[src/rtl/tdm_demux_pkg.sv]
// Shared types and constants for the dual 4-slot TDM demultiplexer.
// Optional output double-buffering is selected by TDM_DEMUX_DBUF_EN.
package tdm_demux_pkg;

    localparam int NSLOTS = 4;
    localparam int SLOT_W = 2;

    typedef enum logic {
        HUNT   = 1'b0,
        LOCKED = 1'b1
    } state_t;

endpackage

[src/rtl/tdm_demux_dual4_if.sv]
// Bus bundle for tdm_demux_dual4: serial inputs, enables, marker and the parallel/status outputs.
// Output coherence depends on TDM_DEMUX_DBUF_EN in the design that drives it.
interface tdm_demux_dual4_if #(
    parameter int WIDTH = 1
);
    logic               frame_n;
    logic               enb1_n;
    logic               enb2_n;
    logic [WIDTH-1:0]   g1d;
    logic [WIDTH-1:0]   g2d;
    logic [4*WIDTH-1:0] g1q;
    logic [4*WIDTH-1:0] g2q;
    logic [1:0]         slot;
    logic               locked;
    logic               frame_done;
    logic               sync_err;

    modport master (
        output frame_n, enb1_n, enb2_n, g1d, g2d,
        input  g1q, g2q, slot, locked, frame_done, sync_err
    );

    modport slave (
        input  frame_n, enb1_n, enb2_n, g1d, g2d,
        output g1q, g2q, slot, locked, frame_done, sync_err
    );
endinterface

[src/rtl/tdm_slot_lane.sv]
// One group's four lane registers with slot write decode and optional frame output buffer.
// TDM_DEMUX_DBUF_EN defined: q is a frame-coherent copy; otherwise q is the lane regs.
module tdm_slot_lane
    import tdm_demux_pkg::*;
#(
    parameter int WIDTH = 1
) (
    input  logic                    clk,
    input  logic                    reset,
    input  logic                    wr_en,
    input  logic                    capture_n,
    input  logic [SLOT_W-1:0]       wr_slot,
    input  logic [WIDTH-1:0]        d,
    input  logic                    frame_end,
    output logic [NSLOTS*WIDTH-1:0] q
);

    logic [NSLOTS-1:0][WIDTH-1:0] lane_reg;
    logic [NSLOTS-1:0][WIDTH-1:0] lane_next;

    generate
        for (genvar gi = 0; gi < NSLOTS; gi++) begin : g_lane
            assign lane_next[gi] = (wr_en && !capture_n && (wr_slot == SLOT_W'(gi)))
                                   ? d : lane_reg[gi];
        end
    endgenerate

    always_ff @(posedge clk) begin
        if (reset) begin
            lane_reg <= '0;
        end else begin
            lane_reg <= lane_next;
        end
    end

`ifdef TDM_DEMUX_DBUF_EN
    logic [NSLOTS-1:0][WIDTH-1:0] buf_reg;

    // Load from lane_next so the slot-3 sample taken on this same edge is included.
    always_ff @(posedge clk) begin
        if (reset) begin
            buf_reg <= '0;
        end else if (frame_end) begin
            buf_reg <= lane_next;
        end
    end

    assign q = buf_reg;
`else
    logic unused_frame_end;
    assign unused_frame_end = frame_end;
    assign q = lane_reg;
`endif

endmodule

[src/rtl/tdm_demux_dual4.sv]
// Dual 1-to-4 TDM demultiplexer: marker-synchronised slot sequencer steering two serial groups.
// Define TDM_DEMUX_DBUF_EN for frame-coherent (double-buffered) lane outputs.
module tdm_demux_dual4
    import tdm_demux_pkg::*;
#(
    parameter int WIDTH = 1
) (
    input  logic               clk,
    input  logic               reset,
    tdm_demux_dual4_if.slave   bus
);

    state_t              state_reg, state_next;
    logic [SLOT_W-1:0]   slot_reg, slot_next;
    logic                frame_done_reg, frame_done_next;
    logic                sync_err_reg, sync_err_next;
    logic [SLOT_W-1:0]   eff_slot;
    logic                wr_en;

    always_ff @(posedge clk) begin
        if (reset) begin
            state_reg      <= HUNT;
            slot_reg       <= '0;
            frame_done_reg <= 1'b0;
            sync_err_reg   <= 1'b0;
        end else begin
            state_reg      <= state_next;
            slot_reg       <= slot_next;
            frame_done_reg <= frame_done_next;
            sync_err_reg   <= sync_err_next;
        end
    end

    always_comb begin
        state_next      = state_reg;
        slot_next       = slot_reg;
        frame_done_next = 1'b0;
        sync_err_next   = 1'b0;
        eff_slot        = bus.frame_n ? slot_reg : '0;
        wr_en           = 1'b0;
        case (state_reg)
            HUNT: begin
                slot_next = '0;
                if (!bus.frame_n) begin
                    wr_en      = 1'b1;
                    state_next = LOCKED;
                    slot_next  = eff_slot + 1'b1;
                end
            end
            LOCKED: begin
                wr_en           = 1'b1;
                slot_next       = eff_slot + 1'b1;
                frame_done_next = (eff_slot == SLOT_W'(NSLOTS - 1));
                // A marker anywhere but slot 0 is a resync, flagged but not fatal.
                sync_err_next   = !bus.frame_n && (slot_reg != '0);
            end
            default: begin
                state_next = HUNT;
                slot_next  = '0;
            end
        endcase
    end

    tdm_slot_lane #(.WIDTH(WIDTH)) u_lane_g1 (
        .clk       (clk),
        .reset     (reset),
        .wr_en     (wr_en),
        .capture_n (bus.enb1_n),
        .wr_slot   (eff_slot),
        .d         (bus.g1d),
        .frame_end (frame_done_next),
        .q         (bus.g1q)
    );

    tdm_slot_lane #(.WIDTH(WIDTH)) u_lane_g2 (
        .clk       (clk),
        .reset     (reset),
        .wr_en     (wr_en),
        .capture_n (bus.enb2_n),
        .wr_slot   (eff_slot),
        .d         (bus.g2d),
        .frame_end (frame_done_next),
        .q         (bus.g2q)
    );

    assign bus.slot       = slot_reg;
    assign bus.locked     = (state_reg == LOCKED);
    assign bus.frame_done = frame_done_reg;
    assign bus.sync_err   = sync_err_reg;

endmodule

[src/flat_wrapper.sv]
// flat-port wrapper written by rule: the top's interface ports become plain ports
module tdm_demux_dual4_flat import tdm_demux_pkg::*;
#(
    parameter int WIDTH = 1
)
  (clk, reset, bus_frame_n, bus_enb1_n, bus_enb2_n, bus_g1d, bus_g2d, bus_g1q, bus_g2q, bus_slot, bus_locked, bus_frame_done, bus_sync_err);
  tdm_demux_dual4_if #(.WIDTH(WIDTH)) bus_i ();
  input  logic clk;
  input  logic reset;
  input wire logic [$bits(bus_i.frame_n)-1:0] bus_frame_n;
  input wire logic [$bits(bus_i.enb1_n)-1:0] bus_enb1_n;
  input wire logic [$bits(bus_i.enb2_n)-1:0] bus_enb2_n;
  input wire logic [$bits(bus_i.g1d)-1:0] bus_g1d;
  input wire logic [$bits(bus_i.g2d)-1:0] bus_g2d;
  output wire logic [$bits(bus_i.g1q)-1:0] bus_g1q;
  output wire logic [$bits(bus_i.g2q)-1:0] bus_g2q;
  output wire logic [$bits(bus_i.slot)-1:0] bus_slot;
  output wire logic [$bits(bus_i.locked)-1:0] bus_locked;
  output wire logic [$bits(bus_i.frame_done)-1:0] bus_frame_done;
  output wire logic [$bits(bus_i.sync_err)-1:0] bus_sync_err;
  assign bus_i.frame_n = bus_frame_n;
  assign bus_i.enb1_n = bus_enb1_n;
  assign bus_i.enb2_n = bus_enb2_n;
  assign bus_i.g1d = bus_g1d;
  assign bus_i.g2d = bus_g2d;
  assign bus_g1q = bus_i.g1q;
  assign bus_g2q = bus_i.g2q;
  assign bus_slot = bus_i.slot;
  assign bus_locked = bus_i.locked;
  assign bus_frame_done = bus_i.frame_done;
  assign bus_sync_err = bus_i.sync_err;
  tdm_demux_dual4 #(.WIDTH(WIDTH)) u_core (.clk(clk), .reset(reset), .bus(bus_i));
endmodule
[config.mk]
export PLATFORM = sky130hd
export DESIGN_NAME = tdm_demux_dual4_flat
export DESIGN_NICKNAME = d
export VERILOG_FILES = /design/src/rtl/tdm_demux_pkg.sv /design/src/rtl/tdm_demux_dual4_if.sv /design/src/rtl/tdm_slot_lane.sv /design/src/rtl/tdm_demux_dual4.sv /design/src/flat_wrapper.sv
export SDC_FILE = /design/constraint.sdc
export NUM_CORES = 1
export LEC_CHECK = 0
export BUFFER_PORTS_ARGS = -buffer_cell sky130_fd_sc_hd__clkbuf_2
export CAP_MARGIN = 20
export CORE_MARGIN = 1
export CORE_UTILIZATION = 46
export DETAILED_ROUTE_END_ITERATION = 7
export PLACE_DENSITY = 0.78
export REMOVE_ABC_BUFFERS = 1
export SYNTH_ARGS = -nofsm -noshare
export SYNTH_HDL_FRONTEND = slang
export SYNTH_SLANG_ARGS = --single-unit
[constraint.sdc]
create_clock -name clk -period 1.3 [get_ports clk]
set_clock_uncertainty 0.1 [all_clocks]
set_input_delay 0.065 -clock clk [delete_from_list [all_inputs] [get_ports clk]]
set_output_delay 0.065 -clock clk [all_outputs]
set_load 0.01 [all_outputs]
# ---- Word level (Yosys, flattened, before mapping)
# Index checks and enable logic that the tools add are counted.
dict set report word_totals {
  regBits 13
  latchBits 0
  mem_bits_rw 0
  mem_bits_ro 0
  input_bits 7
  out_inout_bits 13
  wordCells 40
  n_memories 0
}
dict set report op_classes {
  add_sub_neg 1
  multipliers 0
  n_div 0
  order_cmp 0
  eq_ne 3
  n_shift 0
  n_mux 6
  n_bitwise 1
  reduce_logical 17
}
# cell n
set ops {}
lappend ops {{logical AND 1 bit} 11}
lappend ops {{equality test 2 bit, second input constant} 2}
lappend ops {{two-way mux 2 bit} 2}
lappend ops {{case mux 2 bit (2 select lines)} 1}
lappend ops {{zero test 1 bit} 3}
lappend ops {{adder 2 x 1 -> 2 bit, second input constant} 1}
lappend ops {{equality test 2 x 1 -> 1 bit, second input constant} 1}
lappend ops {{zero test 2 bit} 1}
lappend ops {{two-way mux 1 bit} 2}
lappend ops {{case mux 1 bit (2 select lines)} 1}
lappend ops {{nonzero test 2 bit} 1}
lappend ops {{OR reduction 2 bit} 1}
lappend ops {{NOT 1 bit} 1}

# ---- Logic depth before layout (Yosys ltp)
dict set report depth {
  ltp_word 4
  depth_mapped 5
  depth_no_buf 5
}

# ---- By module
# Synthesis repeated with hierarchy kept, for this count alone.
dict set report unflattened {
  cells_unflattened 52
  area_unflattened_um2 600.6
}
# mod instances cells_per_inst area_per_inst_um2 seq_area_each_um2
set by_module_without_submodules {}
lappend by_module_without_submodules {tdm_slot_lane 2 17 200.2 80.1}
lappend by_module_without_submodules {tdm_demux_dual4 1 18 200.2 100.1}

# ---- Worst setup path before layout
# No wires, ideal clock.
dict set report synth_path {
  path_kind {register to register}
  from {reg u_core.slot_reg[0], in the netlist u_core.bus.slot[0]}
  to {reg u_core.u_lane_g1.lane_reg, in the netlist u_core.u_lane_g1.q[0]}
  setup_time_ps 122
  arrival_ps 938
  t_required_ps 1078
  setup_slack_ps 140
  stages_incl_launch_ff 5
  path_buffers 0
  period_less_slack_ps 1160
  cell_sequence {dfxtp_1 nand2_1 ha_1 nor3b_2 mux2i_1}
}
dict set report synth_via {
  elab_chain_cells 3
}
# element line
set synth_rtl {}
lappend synth_rtl {{from (decl)} tdm_demux_dual4.sv:14} ;# logic [SLOT_W-1:0] slot_reg, slot_next;
lappend synth_rtl {{from (signal assigned)} tdm_demux_dual4.sv:28} ;# slot_reg <= slot_next;
lappend synth_rtl {{two-way mux 2 bit} tdm_demux_dual4.sv:39} ;# eff_slot = bus.frame_n ? slot_reg : '0;
lappend synth_rtl {{zero test 2 bit} tdm_slot_lane.sv:23} ;# assign lane_next[gi] = (wr_en && !capture_n && (wr_slot == SLOT_W'(gi)))
lappend synth_rtl {{logical AND 1 bit} tdm_slot_lane.sv:23}
lappend synth_rtl {{to (signal assigned)} tdm_slot_lane.sv:32} ;# lane_reg <= lane_next;
lappend synth_rtl {{to (decl)} tdm_slot_lane.sv:18} ;# logic [NSLOTS-1:0][WIDTH-1:0] lane_reg;
# Every way passes these cells.
# A chain may end at the register's enable or synchronous reset.

# ---- Final worst setup path
# Ends and elaborated chain as after synthesis.

==> run_summary.xml <==
<?xml version="1.0" encoding="UTF-8"?>
<metrics>
  <group name="setup_path">
    <metric name="worstPathArrival" unit="ns">1.32</metric>
    <metric name="endpoint_type_of_the_worst_setup_path" unit="">flip-flop</metric>
    <metric name="critPathKind" unit="">flip-flop to flip-flop</metric>
    <metric name="master_of_the_slowest_instance_on_the_critical_path" unit="">dfxtp_1</metric>
    <metric name="max_stage_delay" unit="ns">0.33</metric>
    <metric name="timing.critical_path.required" unit="ns">1.41</metric>
    <metric name="crit_chain" unit="">nand2_1 -&gt; ha_1 -&gt; nor3b_2 -&gt; mux2i_1</metric>
    <metric name="critical_path_peak_fanout" unit="">3</metric>
    <metric name="cp-start-kind" unit="">flip-flop</metric>
  </group>
  <group name="min_path">
    <metric name="hold_path_class" unit="">primary input to flip-flop</metric>
  </group>
  <group name="drt">
    <metric name="route.vias.total" unit="">468</metric>
    <metric name="dr.pass1.iters" unit="">4</metric>
    <metric name="route.detailed.drc" unit="">0</metric>
    <metric name="route.antenna.remaining_nets" unit="">0</metric>
    <metric name="drt_first_iter_violations" unit="">9</metric>
    <metric name="wire_per_inst" unit="um">12.3</metric>
    <metric name="drt-vias-per-instance" unit="">4.98</metric>
    <metric name="drt_wl_total" unit="um">1160</metric>
  </group>
  <group name="timing">
    <metric name="setup_viol" unit="">0</metric>
    <metric name="timing_worst_slew_pin_value" unit="ns">0.221</metric>
    <metric name="maxSlewViolCount" unit="">0</metric>
    <metric name="layout_min_cycle_time" unit="ns">1.21</metric>
    <metric name="grt_setup_unrepaired" unit="">false</metric>
    <metric name="worst_slew_margin_relative_to_its_limit" unit="%">85.1</metric>
    <metric name="final.period_utilization" unit="%">92.8</metric>
    <metric name="hold_violations" unit="">0</metric>
    <metric name="fin_tns_setup" unit="ns">0</metric>
    <metric name="max_freq" unit="MHz">829</metric>
  </group>
  <group name="floorplan">
    <metric name="rows" unit="">12</metric>
    <metric name="initial_core_utilization" unit="%">51.6</metric>
    <metric name="design.die.area" unit="um^2">1450</metric>
    <metric name="io_pins" unit="">20</metric>
    <metric name="core_area" unit="um^2">1160</metric>
    <metric name="chipHeight" unit="um">38.0</metric>
    <metric name="die_x" unit="um">38.0</metric>
  </group>
  <group name="power">
    <metric name="power.density_cell_area" unit="nW/um^2">1010</metric>
    <metric name="cellInternalPower" unit="mW">0.578</metric>
    <metric name="leakagePower" unit="nW">0.379</metric>
    <metric name="power.sequential.fraction" unit="%">54.6</metric>
    <metric name="power.switching" unit="mW">0.187</metric>
    <metric name="swShare" unit="%">24.5</metric>
    <metric name="power.clock.fraction" unit="%">32.9</metric>
    <metric name="power.combinational.fraction" unit="%">12.5</metric>
    <metric name="ir_worst_vdd" unit="V">0.000653</metric>
  </group>
  <group name="final_layout">
    <metric name="fin_util" unit="%">65.3</metric>
    <metric name="filler_cell_count" unit="">98</metric>
    <metric name="antenna_cells_inserted" unit="">0</metric>
    <metric name="layout_commonest_cell" unit="">clkbuf_2</metric>
    <metric name="layout.cells.most_common_list" unit="">19 x clkbuf_2, 13 x dfxtp_1, 10 x nand2b_1</metric>
    <metric name="layout_cell_share_with_drive_strength_beyond_1" unit="%">35.0</metric>
    <metric name="finalNetCount" unit="">92</metric>
    <metric name="area_growth_syn_to_layout" unit="%">26.4</metric>
  </group>
  <group name="job">
    <metric name="cap_violations" unit="">0</metric>
  </group>
  <group name="yosys">
    <metric name="syn_avg_cell_area" unit="um^2">10.7</metric>
    <metric name="yosysWarningCount" unit="">0</metric>
    <metric name="post_synth_instance_area" unit="um^2">597</metric>
    <metric name="syn-instance-count" unit="">56</metric>
    <metric name="synthDistinctLibCells" unit="">17</metric>
    <metric name="synth_sequential_area_ratio" unit="%">43.6</metric>
    <metric name="synth.ff_latch_count" unit="">13</metric>
  </group>
  <group name="grt">
    <metric name="gr-usage-all-layers" unit="%">20.3</metric>
    <metric name="pin_count_of_the_biggest_net_entering_global_routing" unit="">15</metric>
    <metric name="number_of_antenna_violations_at_the_first_check_in_global_routing" unit="">0</metric>
    <metric name="first_global_vias" unit="">454</metric>
    <metric name="grt_pass1_wl" unit="um">1910</metric>
    <metric name="grt_overflow_total" unit="">0</metric>
  </group>
  <group name="clock_tree">
    <metric name="cts_tree" unit="">done</metric>
    <metric name="cts.repair_timing.setup_buffer_count" unit="">0</metric>
    <metric name="cts-htree-levels" unit="">1</metric>
    <metric name="clk-insertion-delay-late" unit="ns">0.27</metric>
    <metric name="cts.path.max_buffers" unit="">2</metric>
    <metric name="cts.sink_count" unit="">13</metric>
    <metric name="cts_root_buffer" unit="">clkbuf_4</metric>
    <metric name="cts_made_buffers" unit="">3</metric>
    <metric name="clk_transition_reported_paths" unit="ns">0.08</metric>
  </group>
  <group name="outcome">
    <metric name="outcome" unit="">finished clean</metric>
  </group>
  <group name="placed_design">
    <metric name="buffer_ports.inserted" unit="">19</metric>
    <metric name="place_congestion" unit="">0.832</metric>
    <metric name="detailedPlacementHpwl" unit="um">839</metric>
  </group>
</metrics>
[layout make-up]
type / instances / area [um^2] / share of cell area (%)
Tap cell: 14 / 17.5 / 2.32
Sequential cell: 13 / 260 / 34.5
Inverter: 2 / 7.51 / 0.995
Multi-Input combinational cell: 40 / 328 / 43.4
Clock buffer: 4 / 26.3 / 3.48
Timing Repair Buffer: 21 / 115 / 15.3
[path summary, 6_finish.rpt]
check                           slack [ns]                               start  depth (start not counted)                                 end
worst max register to register        0.09       u_core.bus.slot[0]$_SDFF_PP0_                          4  u_core.u_lane_g1.q[0]$_SDFFE_PP0P_
worst min register to register        0.38  u_core.u_lane_g1.q[0]$_SDFFE_PP0P_                          2  u_core.u_lane_g1.q[0]$_SDFFE_PP0P_
worst max-delay path                  0.09       u_core.bus.slot[0]$_SDFF_PP0_                          4  u_core.u_lane_g1.q[0]$_SDFFE_PP0P_
worst min-delay path                 0.007                             bus_g1d                          3  u_core.u_lane_g1.q[1]$_SDFFE_PP0P_
[power by group through the flow]
stage                     sequential, mW  combinational (mW)  clock [mW]
after global routing               0.420               0.105       0.279
after global placement             0.427              0.0894           0
after detailed placement           0.427              0.0915           0
final                              0.418              0.0955       0.251
after floorplan                    0.432              0.0477           0
after CTS                          0.418              0.0965       0.259
[kinds of logic after synthesis]
group | count (synthesis) | share of synthesized area [%]
flip-flops | 13 | 43.6
adder cells (fa/ha/maj) | 4 | 8.39
AND/OR/NAND/NOR | 28 | 32.7
multiplexers | 8 | 13.4
buffers and inverters | 3 | 1.88
[synthesized netlist by cell type]
cell type / number / area (um^2)
nor3b_2: 2 / 25.0
and2_1: 1 / 6.26
inv_2: 1 / 3.75
and3b_1: 1 / 8.76
inv_1: 1 / 3.75
nor2_1: 2 / 7.51
nor3_1: 1 / 5.00
ha_1: 4 / 50.1
nor4b_1: 1 / 8.76
nand3b_1: 6 / 45.0
dfxtp_1: 13 / 260
nand2b_2: 1 / 8.76
mux2i_1: 8 / 80.1
and2b_4: 1 / 10.0
clkbuf_1: 1 / 3.75
nand2_1: 2 / 7.51
nand2b_1: 10 / 62.6
[per-layer routing]
metal / track usage (%) / vias to the layer above / routed length [um]
li1: - / 237 / -
met1: 24.2 / 206 / 542
met2: 30.5 / 21 / 513
met3: 6.98 / 4 / 72
met4: 13.4 / 0 / 27
met5: 0 / - / 0
[worst max-delay path: cells and delay by family (launching register included)]
family,cells,cell delay [ns]
adders and majority gates,1,0.18
DFF,1,0.33
muxes,1,0.19
and+or+nand+nor,2,0.34
[repair_timing]
action,CTS,global route
hold buffers,2,0
endpoints found under the setup margin,0,1
gates resized for setup,0,1
endpoints found under the hold margin,2,0
[metrics by stage]
stage	hold slack [ns]	power, mW	cells	setup slack (ns)	area [um^2]
6_report	0.00739	0.765	94	0.0939	754
5_1_grt	0.0254	0.804	94	0.00396	754
4_1_cts	0.00914	0.773	94	0.0801	752
3_5_place_dp	0.222	0.518	88	0.0949	706
3_3_place_gp	0.218	0.516	88	0.139	706
2_1_floorplan	0.0417	0.480	55	0.140	593
(Power assumes the default switching activity.)
